<file path="config.mk">
export PLATFORM = sky130hd
export DESIGN_NAME = alu_arbiter
export DESIGN_NICKNAME = d
export VERILOG_FILES = /design/src/rtl/alu_arbiter.sv
export SDC_FILE = /design/constraint.sdc
export NUM_CORES = 1
export LEC_CHECK = 0
export CAP_MARGIN = 20
export CORE_AREA = 2 2 151 153
export CTS_CLUSTER_SIZE = 40
export DETAILED_ROUTE_END_ITERATION = 8
export DIE_AREA = 0 0 153 155
export GPL_ROUTABILITY_DRIVEN = 0
export HOLD_SLACK_MARGIN = 0.03
export PLACE_DENSITY = 0.66
export RECOVER_POWER = 50
export SLEW_MARGIN = 20
export SYNTH_ARGS = -nofsm -noshare
export SYNTH_HDL_FRONTEND = slang
export SYNTH_SLANG_ARGS = --single-unit
</file>
<file path="constraint.sdc">
create_clock -name clk -period 1.7 [get_ports clk]
set_input_delay 0.255 -clock clk [delete_from_list [all_inputs] [get_ports clk]]
set_output_delay 0.255 -clock clk [all_outputs]
set_load 0.005 [all_outputs]
</file>
<file path="src/rtl/alu_arbiter.sv">
// Round-robin arbiter sharing one combinational ALU between two requesters.
// Operands are issued from registers; the ALU outputs are captured into a held response.
module alu_arbiter #(
    parameter int DATA_WIDTH  = 32,
    parameter int SHAMT_WIDTH = 5,
    parameter int OP_WIDTH    = 4
) (
    input  logic                   clk,
    input  logic                   reset,
    input  logic                   req0_valid,
    output logic                   req0_ready,
    input  logic [OP_WIDTH-1:0]    req0_op,
    input  logic [DATA_WIDTH-1:0]  req0_a,
    input  logic [DATA_WIDTH-1:0]  req0_b,
    input  logic [DATA_WIDTH-1:0]  req0_rs,
    input  logic [SHAMT_WIDTH-1:0] req0_shamt,
    input  logic                   req1_valid,
    output logic                   req1_ready,
    input  logic [OP_WIDTH-1:0]    req1_op,
    input  logic [DATA_WIDTH-1:0]  req1_a,
    input  logic [DATA_WIDTH-1:0]  req1_b,
    input  logic [DATA_WIDTH-1:0]  req1_rs,
    input  logic [SHAMT_WIDTH-1:0] req1_shamt,
    output logic [OP_WIDTH-1:0]    alu_op,
    output logic [DATA_WIDTH-1:0]  alu_a,
    output logic [DATA_WIDTH-1:0]  alu_b,
    output logic [DATA_WIDTH-1:0]  alu_rs,
    output logic [SHAMT_WIDTH-1:0] alu_shamt,
    input  logic [DATA_WIDTH-1:0]  alu_result,
    input  logic                   alu_zero,
    input  logic                   alu_isjr,
    output logic                   rsp_valid,
    input  logic                   rsp_ready,
    output logic                   rsp_id,
    output logic [DATA_WIDTH-1:0]  rsp_result,
    output logic                   rsp_zero,
    output logic                   rsp_isjr
);

    typedef enum logic [1:0] {
        IDLE  = 2'd0,
        ISSUE = 2'd1,
        HOLD  = 2'd2
    } state_t;

    state_t state_r;
    state_t state_nxt_s;
    logic   ptr_r;
    logic   id_r;
    logic   grant_s;
    logic   accept_s;
    logic   consume_s;

    // Grant selection: a lone requester wins, a tie goes to the pointer.
    always_comb begin
        grant_s = 1'b0;
        if (req0_valid && req1_valid) begin
            grant_s = ptr_r;
        end else if (req1_valid) begin
            grant_s = 1'b1;
        end else begin
            grant_s = 1'b0;
        end
    end

    // Ready is gated by reset so nothing is offered while the block is held in reset.
    assign req0_ready = reset & (state_r == IDLE) & req0_valid & ~grant_s;
    assign req1_ready = reset & (state_r == IDLE) & req1_valid &  grant_s;
    assign accept_s   = req0_ready | req1_ready;
    assign consume_s  = (state_r == HOLD) & rsp_valid & rsp_ready;

    // FSM state register.
    always_ff @(posedge clk or negedge reset) begin
        if (!reset) begin
            state_r <= IDLE;
        end else begin
            state_r <= state_nxt_s;
        end
    end

    // FSM next-state logic.
    always_comb begin
        state_nxt_s = state_r;
        case (state_r)
            IDLE: begin
                if (accept_s) begin
                    state_nxt_s = ISSUE;
                end else begin
                    state_nxt_s = IDLE;
                end
            end
            ISSUE: state_nxt_s = HOLD;
            HOLD: begin
                if (consume_s) begin
                    state_nxt_s = IDLE;
                end else begin
                    state_nxt_s = HOLD;
                end
            end
            default: state_nxt_s = IDLE;
        endcase
    end

    // Operand issue, response capture and round-robin pointer.
    always_ff @(posedge clk or negedge reset) begin
        if (!reset) begin
            alu_op     <= {OP_WIDTH{1'b0}};
            alu_a      <= {DATA_WIDTH{1'b0}};
            alu_b      <= {DATA_WIDTH{1'b0}};
            alu_rs     <= {DATA_WIDTH{1'b0}};
            alu_shamt  <= {SHAMT_WIDTH{1'b0}};
            id_r       <= 1'b0;
            ptr_r      <= 1'b0;
            rsp_valid  <= 1'b0;
            rsp_id     <= 1'b0;
            rsp_result <= {DATA_WIDTH{1'b0}};
            rsp_zero   <= 1'b0;
            rsp_isjr   <= 1'b0;
        end else begin
            case (state_r)
                IDLE: begin
                    if (accept_s) begin
                        id_r <= grant_s;
                        if (grant_s) begin
                            alu_op    <= req1_op;
                            alu_a     <= req1_a;
                            alu_b     <= req1_b;
                            alu_rs    <= req1_rs;
                            alu_shamt <= req1_shamt;
                        end else begin
                            alu_op    <= req0_op;
                            alu_a     <= req0_a;
                            alu_b     <= req0_b;
                            alu_rs    <= req0_rs;
                            alu_shamt <= req0_shamt;
                        end
                    end
                end
                ISSUE: begin
                    rsp_valid  <= 1'b1;
                    rsp_id     <= id_r;
                    rsp_result <= alu_result;
                    rsp_zero   <= alu_zero;
                    rsp_isjr   <= alu_isjr;
                end
                HOLD: begin
                    // The requester just served loses the next tie.
                    if (consume_s) begin
                        rsp_valid <= 1'b0;
                        ptr_r     <= ~rsp_id;
                    end
                end
                default: begin
                    rsp_valid <= 1'b0;
                end
            endcase
        end
    end

endmodule

</file>
======== Word-level counts from Yosys, hierarchy flattened ========
Cells that the tools add are included.
storage, ports and cells
  bits in registers ....................... 145
  input bits .............................. 249
cells by class
  equal/unequal tests ..................... 3
  multiplexer cells ....................... 12
  bitwise logic cells ..................... 11
  reduce and logical (&&, ||, !) cells .... 5
operators by type and width
  kind                count
  $mux 32             3
  $and 1x1->1         7
  $pmux 2 s3          1
  $reduce_and 2->1    3
  $mux 5              1
  $mux 1              4
  $mux 4              1
  $not 1->1           3
  $pmux 1 s3          1
  $eq 2x1->1 const B  1
  $eq 2x2->1 const B  1
  $logic_not 2->1     1
  $mux 2              1
  $ne 2x2->1 const B  1
  $logic_and 1x1->1   1
  $or 1x1->1          1

======== Logic depth before layout (Yosys ltp) ========
Gate-level depths: netlist (run 1).
  word-level depth ........................ 7
  depth in mapped cells ................... 7

======== Least setup slack after synthesis (run 1) ========
No wires, ideal clock.
  kind .................................... register to register
  from .................................... register state_r[1]
  to ...................................... register alu_b[0]
  arrival ................................. 1.350 ns
  required time ........................... 1.627 ns
  path slack .............................. 0.276 ns
  cell stages (with the launch flop) ...... 8
  path buffers ............................ 4
  period minus slack after synthesis ...... 1.424 ns
  cells stage by stage .................... dfrtp_1 -> nor3b_2 -> buf_4 -> o21a_1 -> buf_4 -> buf_6 -> buf_6 -> a2bb2oi_2
on the way
  cells in the longest elaborated chain, start to end .. 6
  elaborated cells on any way between the ends .. 8
  those cells by class .................... 6 x bitwise; 2 x reduce/logical
RTL lines
  element                                             RTL line     text
  from (decl)                                         46           state_t state_r;
  from (signal assigned)                              77           state_r <= state_nxt_s;
  $logic_not 2->1 (*)                                 67, 68, 120
  $and 1x1->1                                         67, 68
  $and 1x1->1, on equally long branches (2 in a row)  67, 68
  $or 1x1->1                                          69           assign accept_s = req0_ready | req1_ready;
  $reduce_and 2->1 (no source line) (*)               n/a
  to (signal assigned)                                109          alu_b <= {DATA_WIDTH{1'b0}};
  to (signal assigned)                                127          alu_b <= req1_b;
  to (signal assigned)                                133          alu_b <= req0_b;
  to (decl)                                           26           output logic [DATA_WIDTH-1:0] alu_b,
Every way passes the cells marked *; elsewhere a longest branch is shown, timed or not.
A chain may end at the register's enable or synchronous reset.

======== Worst setup path after layout (run 1) ========
  from .................................... register state_r[1]
  to ...................................... output port req0_ready
on the way
  cells in the longest elaborated chain, start to end .. 4
RTL lines
  element                   RTL line  text
  $logic_not 2->1           67        assign req0_ready = reset & (state_r == IDLE) & req0_valid & ~grant_s;
  $and 1x1->1 (3 in a row)  67
  to (decl)                 11        output logic req0_ready,
No other way between the ends.

==> flow_metrics.py, run 1 <==
metrics = {
    "run_status": {
        "status": "finished, violations left",
        "violations": "setup timing",
    },
    "synthesis": {
        "synth.cell_area_um2": 6550,
        "synth_compound_area_share_pct": 32.7,
        "synth_top_family_by_area": "compound AO/OA/AOI/OAI gates",
        "synth-simple-area-share_pct": 0.994,
        "synth_seq_area_share_pct": 55.4,
        "synthAdderAreaFrac_pct": 0,
        "synth_cells": 472,
        "syn_area_per_cell_um2": 13.9,
        "synthMuxAreaShare_pct": 6.02,
        "synth.net_count": 721,
        "synth_xor_area_share_pct": 0,
        "synth_cell_type_count": 21,
        "synth.yosys.warnings": 0,
        "synth-seq-cells": 145,
    },
    "setup_path": {
        "slowest_delay_ps": 410,
        "path_class": "reg -> out",
        "cp_data_arrival_time_ps": 1450,
        "startpoint_type": "register",
        "path_cells": "nor3b_4 -> buf_6 -> nand2_2 -> nor2_2 -> buf_2",
        "required_ps": 1440,
        "cp-end-kind": "output port",
        "path_max_fanout": 3,
        "critPathSlowestCell": "dfrtp_1",
    },
    "floorplanning": {
        "die_y_um": 155,
        "io_pins": 392,
        "dieArea_um2": 23700,
        "die_width_um": 153,
        "core_um2": 22200,
        "std_cell_rows": 55,
        "start_util_pct": 29.5,
    },
    "global_routing": {
        "antenna_found_initial": 1,
        "first_global_vias": 6236,
        "gr-usage-all-layers_pct": 19.7,
        "grt_overflow": 0,
        "grt_pass1_wl_um": 36800,
        "grt_max_degree": 146,
    },
    "detailed_routing": {
        "routedWlPerCell_um": 21.0,
        "vias_per_cell": 5.22,
        "first_iter_violations": 315,
        "remaining_drc_errors": 0,
        "postRouteAntennaNets": 0,
        "routed_wl_um": 24600,
        "drt-pass1-iter-count": 5,
        "vias": 6112,
    },
    "timing": {
        "relSlewSlack_pct": 5.13,
        "tightest_slew_ps": 1420,
        "layout_setup_ws_ps": -1.04,
        "timing.final.crit_period_ps": 1700,
        "clock_skew_ps": 13.0,
        "hold_violations": 0,
        "maxSlewViolCount": 0,
        "setup_viol": 1,
        "rsz0062_at_grt": "yes",
        "max_freq_mhz": 588,
        "min_period_over_period_pct": 100,
    },
    "cells_and_area": {
        "area_delta_synth_final_pct": 83.5,
        "final_util_pct": 54.1,
        "drive_above_1_share_pct": 23.0,
        "layoutNonFillerInstCount": 1172,
        "layout_commonest_cell": "clkdlybuf4s50_1",
        "antenna_cells": 0,
        "mostFrequentLayoutCells": "clkdlybuf4s50_1, dfrtp_1, o32ai_1",
        "fin_nets": 1123,
    },
    "clock_tree": {
        "cts_tree": "yes",
        "cts_made_buffers": 17,
        "cts_sinks": 145,
        "clkLatencyLatePin_ps": 420,
        "clock_path_buffers": 2,
        "path_clk_slew_ps": 60,
        "cts_root_buffer": "clkbuf_16",
        "htree_levels": 4,
    },
    "place": {
        "dpl.hpwl_um": 16900,
        "dp_slack_ps": -412,
        "dp.cells": 1131,
        "portBuffers": 391,
    },
    "power_and_ir_drop": {
        "ir_drop_uv": 683,
        "power_density_nw_per_um2": 1620,
        "leakage_nw": 4.53,
    },
    "job": {
        "drv_cap": 0,
    },
    "worst_hold_path": {
        "hold_class": "in -> async",
    },
}
-- kinds of logic after synthesis --
group,after synthesis
simple gates,11
buf+inv,64
flops,145
compound gates,217
mux,35
-- synth_stat cells --
master     count  share of area (%)
clkbuf_1      31                1.8
nand4b_1       1               0.13
o21ai_0        2               0.15
nor3b_2        1               0.19
buf_6          5               0.86
a21bo_1        1               0.15
o32ai_1      105                 14
nor2b_1        3               0.29
and2_1         1              0.096
a21o_1         1               0.11
a22o_1         1               0.13
nand2_1        3               0.17
dfrtp_1      145                 55
o21a_1         2               0.23
mux2_2        35                6.0
inv_2          1              0.057
a2bb2oi_2     40                9.2
nor2_1         2               0.11
buf_2         24                1.8
a2bb2oi_1     65                8.7
buf_4          3               0.34
-- per-layer routing --
layer	GRT usage, %	wire, um	vias to the layer above
li1	-	-	2769
met1	24.5	10100	3046
met2	33.2	12300	270
met3	6.74	1800	27
met4	4.63	391	0
met5	0	0	-
-- where the power goes --
group          total, mW  switching [mW]  internal (mW)  leakage, nW
clock               3.92            1.55           2.37        0.285
combinational       9.26            3.10           6.15         2.64
sequential          6.33            1.15           5.18         1.60
total               19.5            5.80           13.7         4.53
-- flip-flops by register name, indices dropped and copies added (netlist names) --
signal,cells
rsp_id,1
alu_rs,32
alu_shamt,5
alu_op,4
rsp_isjr,1
rsp_result,32
id_r,1
alu_a,32
state_r,2
rsp_zero,1
alu_b,32
rsp_valid,1
ptr_r,1
-- through the flow --
stage	instance area (um^2)	hold slack (ps)	power, mW	setup TNS, ps
2_1_floorplan	6550	-40.6	9.70	0
3_3_place_gp	11100	479	15.0	-19260
3_5_place_dp	11100	486	15.1	-20230
4_1_cts	11700	51.1	19.2	-54.5
5_1_grt	12000	426	20.6	-281
6_report	12000	299	19.5	-1.04
-- critical path, delay by kind of cell (launching register included) --
kind                   cells  cell delay, ps
buffers and inverters      2             260
flip-flops                 1             410
AND/OR/NAND/NOR            3             380
-- timing repair --
action | in CTS | in global routing
pin swaps | 1 | 1
cloned | 0 | 4
hold buffers | 0 | 0
endpoints found under the setup margin | 2 | 54
gates resized for setup | 13 | 42
buffers inserted | 3 | 2
-- worst paths after layout --
path                                  end  cells after the start  slack, ps           start
min in group clk           rsp_result[11]                      2        450  alu_result[11]
max in group asynchronous      alu_rs[20]                      2        360           reset
setup reg to reg                alu_a[11]                      6         60      state_r[1]
hold reg to reg                     ptr_r                      1        490          rsp_id
setup / recovery               req0_ready                      5         -1      state_r[1]
hold / removal                  alu_rs[7]                      2        300           reset
-- final cells by class --
cell class,count,area (um^2)
timing repair buffer,446,4570
clock buffer,21,450
inverter,1,5.00
clock inverter,11,153
sequential,145,3630
tap,285,357
multi-input combinational,263,2860
fill,1880,10200
Power figures use the tool's default switching activity.
==> run 2: changes to the inputs <==
Settings changed: CTS_CLUSTER_SIZE 40 to not set.
==> results of run 2 <==
Same layout as run 1: the final DEF is identical, and so are final timing and power.
